[config.mk]
export PLATFORM = sky130hd
export DESIGN_NAME = vend_ctrl_multi
export DESIGN_NICKNAME = d
export VERILOG_FILES = /design/src/rtl/vm_pkg.sv /design/src/rtl/vm_stock_bank.sv /design/src/rtl/vend_ctrl_multi.sv
export SDC_FILE = /design/constraint.sdc
export NUM_CORES = 1
export LEC_CHECK = 0
export CORE_ASPECT_RATIO = 1.5
export CORE_MARGIN = 2
export CORE_UTILIZATION = 54
export CTS_CLUSTER_DIAMETER = 200
export DETAILED_ROUTE_END_ITERATION = 8
export GPL_TIMING_DRIVEN = 0
export MAX_ROUTING_LAYER = met4
export PLACE_DENSITY = 0.8
export RECOVER_POWER = 100
export SLEW_MARGIN = 20
export SYNTH_ARGS = -nofsm -noshare
export SYNTH_HDL_FRONTEND = slang
export SYNTH_SLANG_ARGS = --single-unit
[constraint.sdc]
create_clock -name clk -period 2.89 [get_ports clk]
set_input_delay 0.578 -clock clk [delete_from_list [all_inputs] [get_ports clk]]
set_output_delay 0.578 -clock clk [all_outputs]
set_load 0.01 [all_outputs]
[src/rtl/vm_pkg.sv]
// Shared definitions for the multi-product vending controller.
// FSM state encoding, default product prices and the price-table lookup helper.
package vm_pkg;

  typedef enum logic [1:0] {
    ST_IDLE   = 2'd0,
    ST_CREDIT = 2'd1,
    ST_CHANGE = 2'd2
  } vm_state_t;

  localparam int unsigned PRICE_TEA    = 10;
  localparam int unsigned PRICE_COKE   = 15;
  localparam int unsigned PRICE_COFFEE = 20;
  localparam int unsigned PRICE_MILK   = 25;

  localparam logic [31:0] DEFAULT_PRICES = {8'(PRICE_MILK), 8'(PRICE_COFFEE),
                                            8'(PRICE_COKE), 8'(PRICE_TEA)};

  // Extracts the cw-bit price of item idx from a packed table (item 0 in the LSBs).
  function automatic logic [31:0] price_at(input logic [255:0] prices, input int idx,
                                           input int cw);
    logic [255:0] s;
    logic [31:0]  r;
    s = prices >> (idx * cw);
    r = '0;
    for (int b = 0; b < 32; b++)
      if (b < cw) r[b] = s[b];
    return r;
  endfunction

endpackage

[src/rtl/vm_stock_bank.sv]
// Per-item stock counters: decrement on a sale, refill to full on restock.
// A restock wins over a same-cycle sale of the same item; counters never wrap below zero.
module vm_stock_bank
  import vm_pkg::*;
#(
  parameter int NUM_ITEMS  = 4,
  parameter int STOCK_W    = 4,
  parameter int INIT_STOCK = 5,
  parameter int IDX_W      = 2
) (
  input  logic                 clk,
  input  logic                 rst_n,
  input  logic                 dec,
  input  logic [IDX_W-1:0]     dec_idx,
  input  logic                 restock,
  input  logic [IDX_W-1:0]     restock_idx,
  output logic [NUM_ITEMS-1:0] sold_out
);

  logic [STOCK_W-1:0] cnt [NUM_ITEMS];

  for (genvar i = 0; i < NUM_ITEMS; i++) begin : g_item
    always_ff @(posedge clk or negedge rst_n) begin
      if (!rst_n)
        cnt[i] <= STOCK_W'(INIT_STOCK);
      else if (restock && restock_idx == IDX_W'(i))
        cnt[i] <= '1;
      else if (dec && dec_idx == IDX_W'(i) && cnt[i] != '0)
        cnt[i] <= cnt[i] - 1'b1;
    end

    assign sold_out[i] = (cnt[i] == '0);
  end

endmodule

[src/rtl/vend_ctrl_multi.sv]
// Vending controller: coin credit accumulation, item selection, stock and change handshake.
//   state     | meaning
//   ST_IDLE   | no credit held
//   ST_CREDIT | credit > 0, accepting coins / selections / cancel
//   ST_CHANGE | change_amt offered to the dispenser, waiting for change_ready
module vend_ctrl_multi
  import vm_pkg::*;
#(
  parameter int NUM_ITEMS  = 4,
  parameter int CREDIT_W   = 8,
  parameter int MAX_CREDIT = 100,
  parameter int STOCK_W    = 4,
  parameter int INIT_STOCK = 5,
  parameter logic [NUM_ITEMS*CREDIT_W-1:0] PRICES = DEFAULT_PRICES,
  localparam int IDX_W = (NUM_ITEMS > 1) ? $clog2(NUM_ITEMS) : 1
) (
  input  logic                 clk,
  input  logic                 reset,
  input  logic                 coin_valid,
  input  logic [CREDIT_W-1:0]  coin_value,
  input  logic                 cancel,
  input  logic                 sel_valid,
  input  logic [IDX_W-1:0]     sel_idx,
  input  logic                 restock,
  input  logic [IDX_W-1:0]     restock_idx,
  input  logic                 change_ready,
  output logic [CREDIT_W-1:0]  credit,
  output logic                 coin_reject,
  output logic                 sel_deny,
  output logic                 vend_valid,
  output logic [IDX_W-1:0]     vend_idx,
  output logic                 change_valid,
  output logic [CREDIT_W-1:0]  change_amt,
  output logic [NUM_ITEMS-1:0] sold_out
);

  vm_state_t state_q, state_d;
  logic [CREDIT_W-1:0] credit_q, credit_d, amt_q, amt_d, sel_price, remainder;
  logic [IDX_W-1:0]    vidx_q, vidx_d;
  logic                rej_q, rej_d, deny_q, deny_d, vv_q, vv_d, cv_q, cv_d;
  logic                dec, sel_empty, sel_in_range, sel_ok, coin_ok;
  logic [CREDIT_W:0]   sum;
  logic [CREDIT_W-1:0] price_tab [NUM_ITEMS];

  for (genvar i = 0; i < NUM_ITEMS; i++) begin : g_price
    assign price_tab[i] = CREDIT_W'(price_at(256'(PRICES), i, CREDIT_W));
  end

  vm_stock_bank #(
    .NUM_ITEMS (NUM_ITEMS),
    .STOCK_W   (STOCK_W),
    .INIT_STOCK(INIT_STOCK),
    .IDX_W     (IDX_W)
  ) u_stock (
    .clk        (clk),
    .rst_n      (reset),
    .dec        (dec),
    .dec_idx    (sel_idx),
    .restock    (restock),
    .restock_idx(restock_idx),
    .sold_out   (sold_out)
  );

  // Out-of-range selections read as an empty, zero-priced slot.
  always_comb begin
    sel_price = '0;
    sel_empty = 1'b1;
    for (int i = 0; i < NUM_ITEMS; i++) begin
      if (sel_idx == IDX_W'(i)) begin
        sel_price = price_tab[i];
        sel_empty = sold_out[i];
      end
    end
  end

  assign sum          = {1'b0, credit_q} + {1'b0, coin_value};
  assign coin_ok      = (coin_value != '0) && (sum <= (CREDIT_W+1)'(MAX_CREDIT));
  assign sel_in_range = ({1'b0, sel_idx} < (IDX_W+1)'(NUM_ITEMS));
  assign sel_ok       = sel_in_range && !sel_empty && (credit_q >= sel_price);
  assign remainder    = credit_q - sel_price;

  always_comb begin
    state_d  = state_q;
    credit_d = credit_q;
    amt_d    = amt_q;
    vidx_d   = vidx_q;
    rej_d    = 1'b0;
    deny_d   = 1'b0;
    vv_d     = 1'b0;
    dec      = 1'b0;
    if (state_q == ST_CHANGE) begin
      rej_d  = coin_valid;
      deny_d = sel_valid;
      if (change_ready) begin
        credit_d = '0;
        amt_d    = '0;
        state_d  = ST_IDLE;
      end
    end else if (cancel && credit_q != '0) begin
      rej_d   = coin_valid;
      amt_d   = credit_q;
      state_d = ST_CHANGE;
    end else if (sel_valid) begin
      rej_d = coin_valid;
      if (sel_ok) begin
        vv_d     = 1'b1;
        vidx_d   = sel_idx;
        dec      = 1'b1;
        credit_d = remainder;
        amt_d    = remainder;
        state_d  = (remainder != '0) ? ST_CHANGE : ST_IDLE;
      end else begin
        deny_d = 1'b1;
      end
    end else if (coin_valid) begin
      if (coin_ok) begin
        credit_d = sum[CREDIT_W-1:0];
        state_d  = ST_CREDIT;
      end else begin
        rej_d = 1'b1;
      end
    end
    cv_d = (state_d == ST_CHANGE);
  end

  always_ff @(posedge clk or negedge reset) begin
    if (!reset) begin
      state_q  <= ST_IDLE;
      credit_q <= '0;
      amt_q    <= '0;
      vidx_q   <= '0;
      rej_q    <= 1'b0;
      deny_q   <= 1'b0;
      vv_q     <= 1'b0;
      cv_q     <= 1'b0;
    end else begin
      state_q  <= state_d;
      credit_q <= credit_d;
      amt_q    <= amt_d;
      vidx_q   <= vidx_d;
      rej_q    <= rej_d;
      deny_q   <= deny_d;
      vv_q     <= vv_d;
      cv_q     <= cv_d;
    end
  end

  assign credit       = credit_q;
  assign coin_reject  = rej_q;
  assign sel_deny     = deny_q;
  assign vend_valid   = vv_q;
  assign vend_idx     = vidx_q;
  assign change_valid = cv_q;
  assign change_amt   = amt_q;

endmodule
# Yosys cells after proc, flatten, opt, wreduce, memory -nomap -nowiden
# Index checks and enable logic that the tools add are counted.
word_totals:
  reg_bits: 40
  inputBits: 19
  output_inout_bits: 26
  word_cells: 120
classes:
  n_addsub: 6
  n_lt_le_gt_ge: 2
  eq_ne: 11
  mux: 47
  bitwise_logic: 2
  n_reduce_logical: 40
op_table:
  columns: ["operator", "n"]
  rows:
  - ["$mux W8", 12]
  - ["$mux W4", 10]
  - ["$reduce_bool A8 Y1", 3]
  - ["$mux W1", 17]
  - ["$logic_not A4 Y1", 4]
  - ["$mux W2", 8]
  - ["$reduce_bool A4 Y1", 4]
  - ["$sub A4 B1 Y4 const B", 4]
  - ["$logic_and A1 B1 Y1", 15]
  - ["$eq A2 B2 Y1 const B", 6]
  - ["$reduce_bool A3 Y1", 4]
  - ["$add A8 B8 Y9", 1]
  - ["$le A9 B7 Y1 const B", 1]
  - ["$ge A8 B8 Y1", 1]
  - ["$reduce_bool A2 Y1", 4]
  - ["$sub A8 B8 Y8", 1]
  - ["$reduce_and A5 Y1", 1]
  - ["$eq A2 B1 Y1 const B", 2]
  - ["$logic_not A2 Y1", 2]
  - ["$ne A2 B2 Y1 const B", 2]
  - ["$reduce_and A4 Y1", 1]
  - ["$ne A3 B1 Y1 const B", 1]
  - ["$reduce_and A3 Y1", 1]
  - ["$not A1 Y1", 2]
  - ["$logic_not A1 Y1", 1]

# Longest topological paths before layout
# Gate-level depths: netlist (run 1).
logic_depth:
  ltp_word: 15
  ltp_mapped: 15
  depth_no_buf: 14

# Hierarchy
# A second synthesis (run 1) with hierarchy kept.
unflattened:
  hier_cells: 316
  area_unflattened_um2: 2980.4
modules_own_cells:
  columns: ["mod", "n_inst", "cells_each", "area_per_inst_um2"]
  rows:
  - ["vend_ctrl_multi", 1, 222, 2068.2]
  - ["vm_stock_bank", 1, 94, 912.1]

# Worst setup path after synthesis (run 1)
# No wires, ideal clock.
synth_path:
  kind: "input -> register"
  start: "input port sel_idx[0]"
  end: "register u_stock.cnt[10] (netlist bit)"
  setup_time_ps: 81
  arrival_ps: 3048
  required_ps: 2809
  path_slack_ps: -239
  cell_stages: 15
  cell_sequence: "inv_1 -> ha_1 -> nor2_1 -> o21ai_0 -> fa_1 -> a21o_1 -> a211oi_1 -> o21ai_0 -> nand4_4 -> inv_2 -> and3_1 -> buf_4 -> nand2_1 -> xor2_1 -> nand2_1"
synth_via:
  elab_chain_len: 14
  elab_cells_between_ends: 22
synth_rtl:
  columns: ["element", "line", "source"]
  rows:
  - ["from (decl)", "vend_ctrl_multi.sv:23", "input logic [IDX_W-1:0] sel_idx,"]
  - ["$logic_not A2 Y1", "vend_ctrl_multi.sv:69", "if (sel_idx == IDX_W'(i)) begin"]
  - ["$mux W4 or $mux W1 (tied branches) (2 in series)", "vend_ctrl_multi.sv:69", null]
  - ["$mux W8 or $mux W1 (tied branches) (2 in series)", "vend_ctrl_multi.sv:69", null]
  - ["$ge A8 B8 Y1 or $logic_not A1 Y1 (tied branches)", "vend_ctrl_multi.sv:79", "assign sel_ok = sel_in_range && !sel_empty && (credit_q >= sel_price);"]
  - ["$logic_and A1 B1 Y1 *", "vend_ctrl_multi.sv:79", null]
  - ["$mux W1 *", "vend_ctrl_multi.sv:105", "if (sel_ok) begin"]
  - ["$mux W1 *", "vend_ctrl_multi.sv:103", "end else if (sel_valid) begin"]
  - ["$mux W1 *", "vend_ctrl_multi.sv:99", "end else if (cancel && credit_q != '0) begin"]
  - ["$mux W1 *", "vend_ctrl_multi.sv:91", "if (state_q == ST_CHANGE) begin"]
  - ["via dec", "vend_ctrl_multi.sv:41", "logic dec, sel_empty, sel_in_range, sel_ok, coin_ok;"]
  - ["$logic_and A1 B1 Y1 * (2 in series)", "vm_stock_bank.sv:28", "else if (dec && dec_idx == IDX_W'(i) && cnt[i] != '0)"]
  - ["$reduce_bool A2 Y1 (no line) *", null, null]
  - ["to (signal, indexed assignment)", "vm_stock_bank.sv:25", "cnt[i] <= STOCK_W'(INIT_STOCK);"]
  - ["to (signal, indexed assignment)", "vm_stock_bank.sv:29", "cnt[i] <= cnt[i] - 1'b1;"]
  - ["to (decl)", "vm_stock_bank.sv:20", "logic [STOCK_W-1:0] cnt [NUM_ITEMS];"]
# Mark *: on every way through the listed nets, which the timed path passes. The rest lies on a longest branch.
# A chain may end at the register's enable or synchronous reset.

# Worst setup path in the final report (run 1)
layout_path:
  start: "register credit_q[5], in the netlist credit[5]"
  end: "register state_q[1]"
layout_via:
  elab_chain_len: 8
  elab_cells_between_ends: 16
layout_rtl:
  columns: ["element", "line", "source"]
  rows:
  - ["from (decl)", "vend_ctrl_multi.sv:38", "logic [CREDIT_W-1:0] credit_q, credit_d, amt_q, amt_d, sel_price, remainder;"]
  - ["from (signal assigned)", "vend_ctrl_multi.sv:138", "credit_q <= credit_d;"]
  - ["$add A8 B8 Y9", "vend_ctrl_multi.sv:76", "assign sum = {1'b0, credit_q} + {1'b0, coin_value};"]
  - ["$le A9 B7 Y1", "vend_ctrl_multi.sv:77", "assign coin_ok = (coin_value != '0) && (sum <= (CREDIT_W+1)'(MAX_CREDIT));"]
  - ["$logic_and A1 B1 Y1", "vend_ctrl_multi.sv:77", null]
  - ["$mux W2", "vend_ctrl_multi.sv:116", "if (coin_ok) begin"]
  - ["$mux W2", "vend_ctrl_multi.sv:115", "end else if (coin_valid) begin"]
  - ["$mux W2", "vend_ctrl_multi.sv:103", null]
  - ["$mux W2 *", "vend_ctrl_multi.sv:99", null]
  - ["$mux W2 *", "vend_ctrl_multi.sv:91", null]
  - ["via state_d[1]", "vend_ctrl_multi.sv:37", "vm_state_t state_q, state_d;"]
  - ["to (signal assigned)", "vend_ctrl_multi.sv:137", "state_q <= state_d;"]
  - ["to (decl)", "vend_ctrl_multi.sv:37", null]
# Marked as above.

==> results of run 1 <==
timing repair:
action	CTS	global route
endpoints found under the setup margin	38	27
pin swaps	13	17
hold buffers	0	0
setup buffers	10	6
gates resized for setup	44	31
logic make-up after synthesis:
kind of cell / after synthesis / synth area share, %
fa+ha+maj: 23 / 10.5
xor+xnor: 17 / 5.15
mux: 10 / 3.55
flops: 40 / 34.9
simple gates: 113 / 21.1
buf+inv: 36 / 5.01
compound gates: 84 / 19.8
stage by stage:
stage / setup WS [ns] / power (W) / hold WS (ns) / instances
floorplan: 0.0227 / 0.00208 / 0.282 / 323
global placement: -0.956 / 0.00260 / 0.462 / 435
detailed placement: -0.997 / 0.00263 / 0.468 / 436
CTS: 0.0181 / 0.00333 / 0.225 / 454
global route: -0.0125 / 0.00370 / 0.458 / 460
finish: 0.0602 / 0.00347 / 0.403 / 460
layer usage:
| metal | part of all wire [%] | wire (um) | vias to the layer above |
|---|---|---|---|
| met4 | 2.8 | 211 | 0 |
| met2 | 54 | 4040 | 80 |
| met5 | 0 | 0 | - |
| li1 | - | - | 1289 |
| met3 | 2.9 | 214 | 21 |
| met1 | 40 | 3040 | 1278 |
sequential cells by signal, indices dropped and copies added, names as in the netlist:
register      flops
vend_idx          2
sel_deny          1
state_q           2
coin_reject       1
credit            8
change_valid      1
u_stock.cnt      16
change_amt        8
vend_valid        1
layout make-up:
type	count	area (um2)	area share (%)
Inverter	29	109	2.76
Timing Repair Buffer	61	572	14.5
Clock inverter	1	7.51	0.190
Tap cell	68	85.1	2.16
Buffer	7	36.3	0.919
Clock buffer	7	86.3	2.19
Sequential cell	40	1010	25.7
Multi-Input combinational cell	247	2040	51.6
placed cells by master, fill, tap and decap left out, types with 7 or more instances in the layout:
cell type | netlist | final
and3_1 | 8 | 8
buf_4 | 2 | 17
o21ai_0 | 29 | 21
nor2_1 | 19 | 17
dfstp_2 | 8 | 8
ha_4 | 0 | 9
nor3_1 | 8 | 8
dlygate4sd3_1 | 0 | 19
ha_1 | 21 | 10
dfrtp_1 | 32 | 29
nand2_1 | 43 | 42
clkdlybuf4s50_1 | 0 | 15
o21ai_1 | 2 | 7
mux2i_1 | 8 | 7
a21oi_1 | 14 | 12
inv_1 | 28 | 26
xor2_1 | 9 | 8
power by group through the flow:
stage	Sequential (W)	Combinational [W]	Clock [W]
6_report	0.000859	0.00222	0.000397
5_1_grt	0.000879	0.00240	0.000420
4_1_cts	0.000849	0.00209	0.000397
3_5_place_dp	0.000855	0.00177	0
3_3_place_gp	0.000852	0.00174	0
2_1_floorplan	0.000871	0.00121	0
worst max-delay path by stage:
stage / startpoint / endpoint / slack, ns / depth (start not counted)
2_1_floorplan: sel_idx[0] / credit[7] / 0.02 / 13
3_3_place_gp: sel_idx[0] / credit[7] / -0.96 / 14
6_report: credit[5] / state_q[1] / 0.06 / 7
3_5_place_dp: sel_idx[0] / state_q[1] / -1.0 / 14
4_1_cts: coin_value[6] / credit[6] / 0.02 / 11
5_1_grt: coin_value[1] / credit[6] / -0.01 / 11
==> results_dict.tcl, run 1 <==
set metrics [dict create \
    drive_gt1_share_pct 24.5 \
    yosysTopAreaCell "dfrtp_1" \
    combPwrFrac_pct 63.9 \
    diodes 0 \
    yosys-top-cells-count "nand2_1 (43), dfrtp_1 (32), o21ai_0 (29)" \
    drtPass1Iterations 5 \
    nets 433 \
    synth.most_common_cell "nand2_1" \
    vdd.ir_drop.worst_uv 569 \
    worstMarginPinSlew_ns 1.22 \
    hold_viol 0 \
    cp-end-kind "flop" \
    design_area_um2 3950 \
    p_int_w 0.00194 \
    power_density_nw_per_um2 880 \
    top_usage_layer "met2" \
    post-route-period-util_pct 97.9 \
    crit_family "simple AND/OR/NAND/NOR gates" \
    outcome "complete, no violations" \
    synth_top_cell_area_share_pct 27.7 \
    die_x_um 63.8 \
    gr-usage-met2_pct 48.9 \
    reg2reg_depth 7 \
    netlist_instances 323 \
    dpl_cell_area_um2 3460 \
    vias_per_cell 5.80 \
    synth_edf_count 0 \
    core_um2 5160 \
    clock_latency_ns 0.30 \
    ys_ff_latch 40 \
    ys.flop_type "dfrtp_1" \
    grtUsageMet3_pct 3.00 \
    ys_top_cells_by_area "dfrtp_1 (28%), ha_1 (9.1%), dfstp_2 (7.3%)" \
    worst-path-buf-inv 1 \
    initial_core_util_pct 56.0 \
    crit_chain "clkbuf_1, or3_4, o31ai_4, nand2_2, or4_4, nor4_4, o32ai_1" \
    clkPwrFrac_pct 11.4 \
    grt_max_degree 25 \
    seq_power_share_pct 24.7 \
    cpPeakStageDelay_ns 0.60 \
    dieArea_um2 5970 \
    cts-root-buf "clkbuf_8" \
    skew_ns 0.0102 \
    synth_warnings 0 \
    ant_nets 0 \
    wl_per_cell_um 16.3 \
    r2r_slack_ns 0.06 \
    cp.arrival_ns 3.01 \
    antenna_found_initial 0 \
    port_buffers 44 \
    wl_um 7500 \
    hpwl_um 5290 \
    maxSlewViolCount 0 \
    htree_levels 2 \
    drv_cap 0 \
    track_usage_pct 26.4 \
    yosysUniqueCellTypes 62 \
    gp_congestion 0.983 \
    clock_path_buffers 2 \
    fillers 349 \
    synth.cell_area_um2 2890 \
    reg2reg_from "credit[5]" \
    cp.required_ns 3.07 \
    fin_crit_ns 2.83 \
    dieHeight_um 93.7 \
    p_sw_w 0.00154 \
    via_count 2668 \
    route.detailed.drc 0 \
    numCtsBuffers 5 \
    r2r-end "state_q[1]" \
    setup_violations 0 \
    gr-total-overflow 0 \
    crit_type "reg -> reg" \
    met1_usage_pct 29.1 \
    syn_area_per_cell_um2 8.96 \
    cts_sinks 40 \
    cts_tree "done" \
    cp-start-kind "flop" \
    path_max_fanout 8 \
    grt_pass1_wl_um 11900 \
    first_iter_violations 118 \
    synth-async-reset-ratio_pct 100 \
    swShare_pct 44.3 \
    power.leakage_nw 1.75 \
    synth_fp_nets 365 \
    synth_seq_area_share_pct 34.9 \
    max_clock_freq_mhz 353 \
    syn2layout_area_growth_pct 36.4 \
    ioPinCount 45 \
    tns_ns 0 \
    relSlewSlack_pct 18.6 \
    cts.clk_slew.worst_paths_ns 0.08 \
    slowest_stage "or4_4" \
    hold_class "in -> async" \
    grt_pass1_vias 2612 \
    fin_util_pct 76.4 \
    placementRows 32 \
]
Power figures use the tool's default switching activity.
==> run 2, diff against run 1 <==
Settings changed: RECOVER_POWER 100 to not set.
==> results_dict.tcl, run 2 (same netlist as run 1, synthesis figures left out) <==
set metrics [dict create \
    port_buffers 44 \
    die_x_um 63.8 \
    fin_crit_ns 2.83 \
    cts_sinks 40 \
    worstMarginPinSlew_ns 0.552 \
    initial_core_util_pct 56.0 \
    placementRows 32 \
    antenna_found_initial 0 \
    max_clock_freq_mhz 353 \
    cp.required_ns 3.06 \
    cp-start-kind "flop" \
    gp_congestion 0.983 \
    power.total_w 0.00351 \
    cp-end-kind "flop" \
    skew_ns 0.0105 \
    vias_per_cell 5.83 \
    power_density_nw_per_um2 884 \
    ant_nets 0 \
    power.leakage_nw 1.73 \
    setup_violations 0 \
    reg2reg_depth 7 \
    clock_path_buffers 2 \
    clkPwrFrac_pct 11.2 \
    hold_class "in -> async" \
    cp.arrival_ns 3.00 \
    first_iter_violations 113 \
    dieHeight_um 93.7 \
    p_sw_w 0.00154 \
    hpwl_um 5290 \
    grt_max_degree 25 \
    numCtsBuffers 5 \
    maxSlewViolCount 0 \
    drtPass1Iterations 4 \
    nets 433 \
    relSlewSlack_pct 63.1 \
    cts_hold_buf 0 \
    dp_slack_ns -0.997 \
    cts-root-buf "clkbuf_8" \
    reg2reg_from "credit[5]" \
    ioPinCount 45 \
    syn2layout_area_growth_pct 37.3 \
    final_cell_mix "nand2_1 (42), clkdlybuf4s50_1 (34), dfrtp_1 (29)" \
    dieArea_um2 5970 \
    p_int_w 0.00197 \
    outcome "complete, no violations" \
    diodes 0 \
    crit_type "reg -> reg" \
    largest_register "u_stock.cnt" \
    vdd.ir_drop.worst_uv 579 \
    combPwrFrac_pct 64.2 \
    dp_cells 436 \
    clock_latency_ns 0.30 \
    htree_levels 2 \
    wl_um 7490 \
    r2r-end "state_q[1]" \
    track_usage_pct 26.4 \
    layout_commonest_cell "nand2_1" \
    grt_pass1_vias 2612 \
    wl_per_cell_um 16.3 \
    fin_ws_ns 0.0584 \
    hold_viol 0 \
    path_max_fanout 8 \
    r2r_slack_ns 0.06 \
    drv_cap 0 \
    cts_tree "done" \
    via_count 2680 \
    gr-total-overflow 0 \
    cts.clk_slew.worst_paths_ns 0.08 \
    post-route-period-util_pct 98.0 \
    largest_reg_flops 16 \
    route.detailed.drc 0 \
    grt_pass1_wl_um 11900 \
    seq_power_share_pct 24.6 \
    drive_gt1_share_pct 25.0 \
    swShare_pct 43.8 \
    final_cells 460 \
    core_um2 5160 \
]
## run 2: per-layer routing
layer  GRT usage [%]  part of all wire, %
met1            29.1                   41
met3            3.00                  2.6
met2            48.9                   55
met5               -                    0
met4            8.88                  2.1
## run 2: final cells by class
cell class	count	area, um2
buffer	7	36.3
clock buffer	7	86.3
clock inverter	1	7.51
fill	345	1190
inverter	29	109
multi-input combinational	247	2040
sequential	40	1010
tap	68	85.1
timing repair buffer	61	597
## run 2: timing repair
action / in CTS / in global routing
setup buffers: 10 / 6
pin swaps: 13 / 17
endpoints found under the setup margin: 38 / 27
gates resized for setup: 44 / 31
## run 2: power groups by stage
stage,sequential (W),clock [W],combinational [W]
final,0.000863,0.000394,0.00225
after CTS,0.000849,0.000397,0.00209
after floorplan,0.000871,0,0.00121
after global placement,0.000852,0,0.00174
after detailed placement,0.000855,0,0.00177
after global routing,0.000883,0.000420,0.00244
## run 2: worst max-delay path by stage
stage	from	end	slack, ns
final	credit[5]	state_q[1]	0.06
after global routing	coin_value[1]	credit[6]	-0.01
after CTS	coin_value[6]	credit[6]	0.02
after detailed placement	sel_idx[0]	state_q[1]	-1.0
after global placement	sel_idx[0]	credit[7]	-0.96
after floorplan	sel_idx[0]	credit[7]	0.02
## run 2: stage by stage
step                      setup TNS, ns  hold slack, ns  util, %  area [um2]
after global routing            -0.0198           0.238     76.9        3970
after detailed placement         -28.77           0.468     67.1        3460
after global placement           -28.45           0.462     66.6        3440
after floorplan                       0           0.282        -        2920
after CTS                             0           0.225     73.8        3810
final                                 0           0.224     76.9        3970
## run 2: worst max-delay path, cell delays in order (launching register included)
cell and delay, ns:
dfrtp_1 0.44, clkbuf_1 0.23, or3_4 0.40, o31ai_4 0.43
nand2_2 0.17, or4_4 0.60, nor4_4 0.31, o32ai_1 0.11
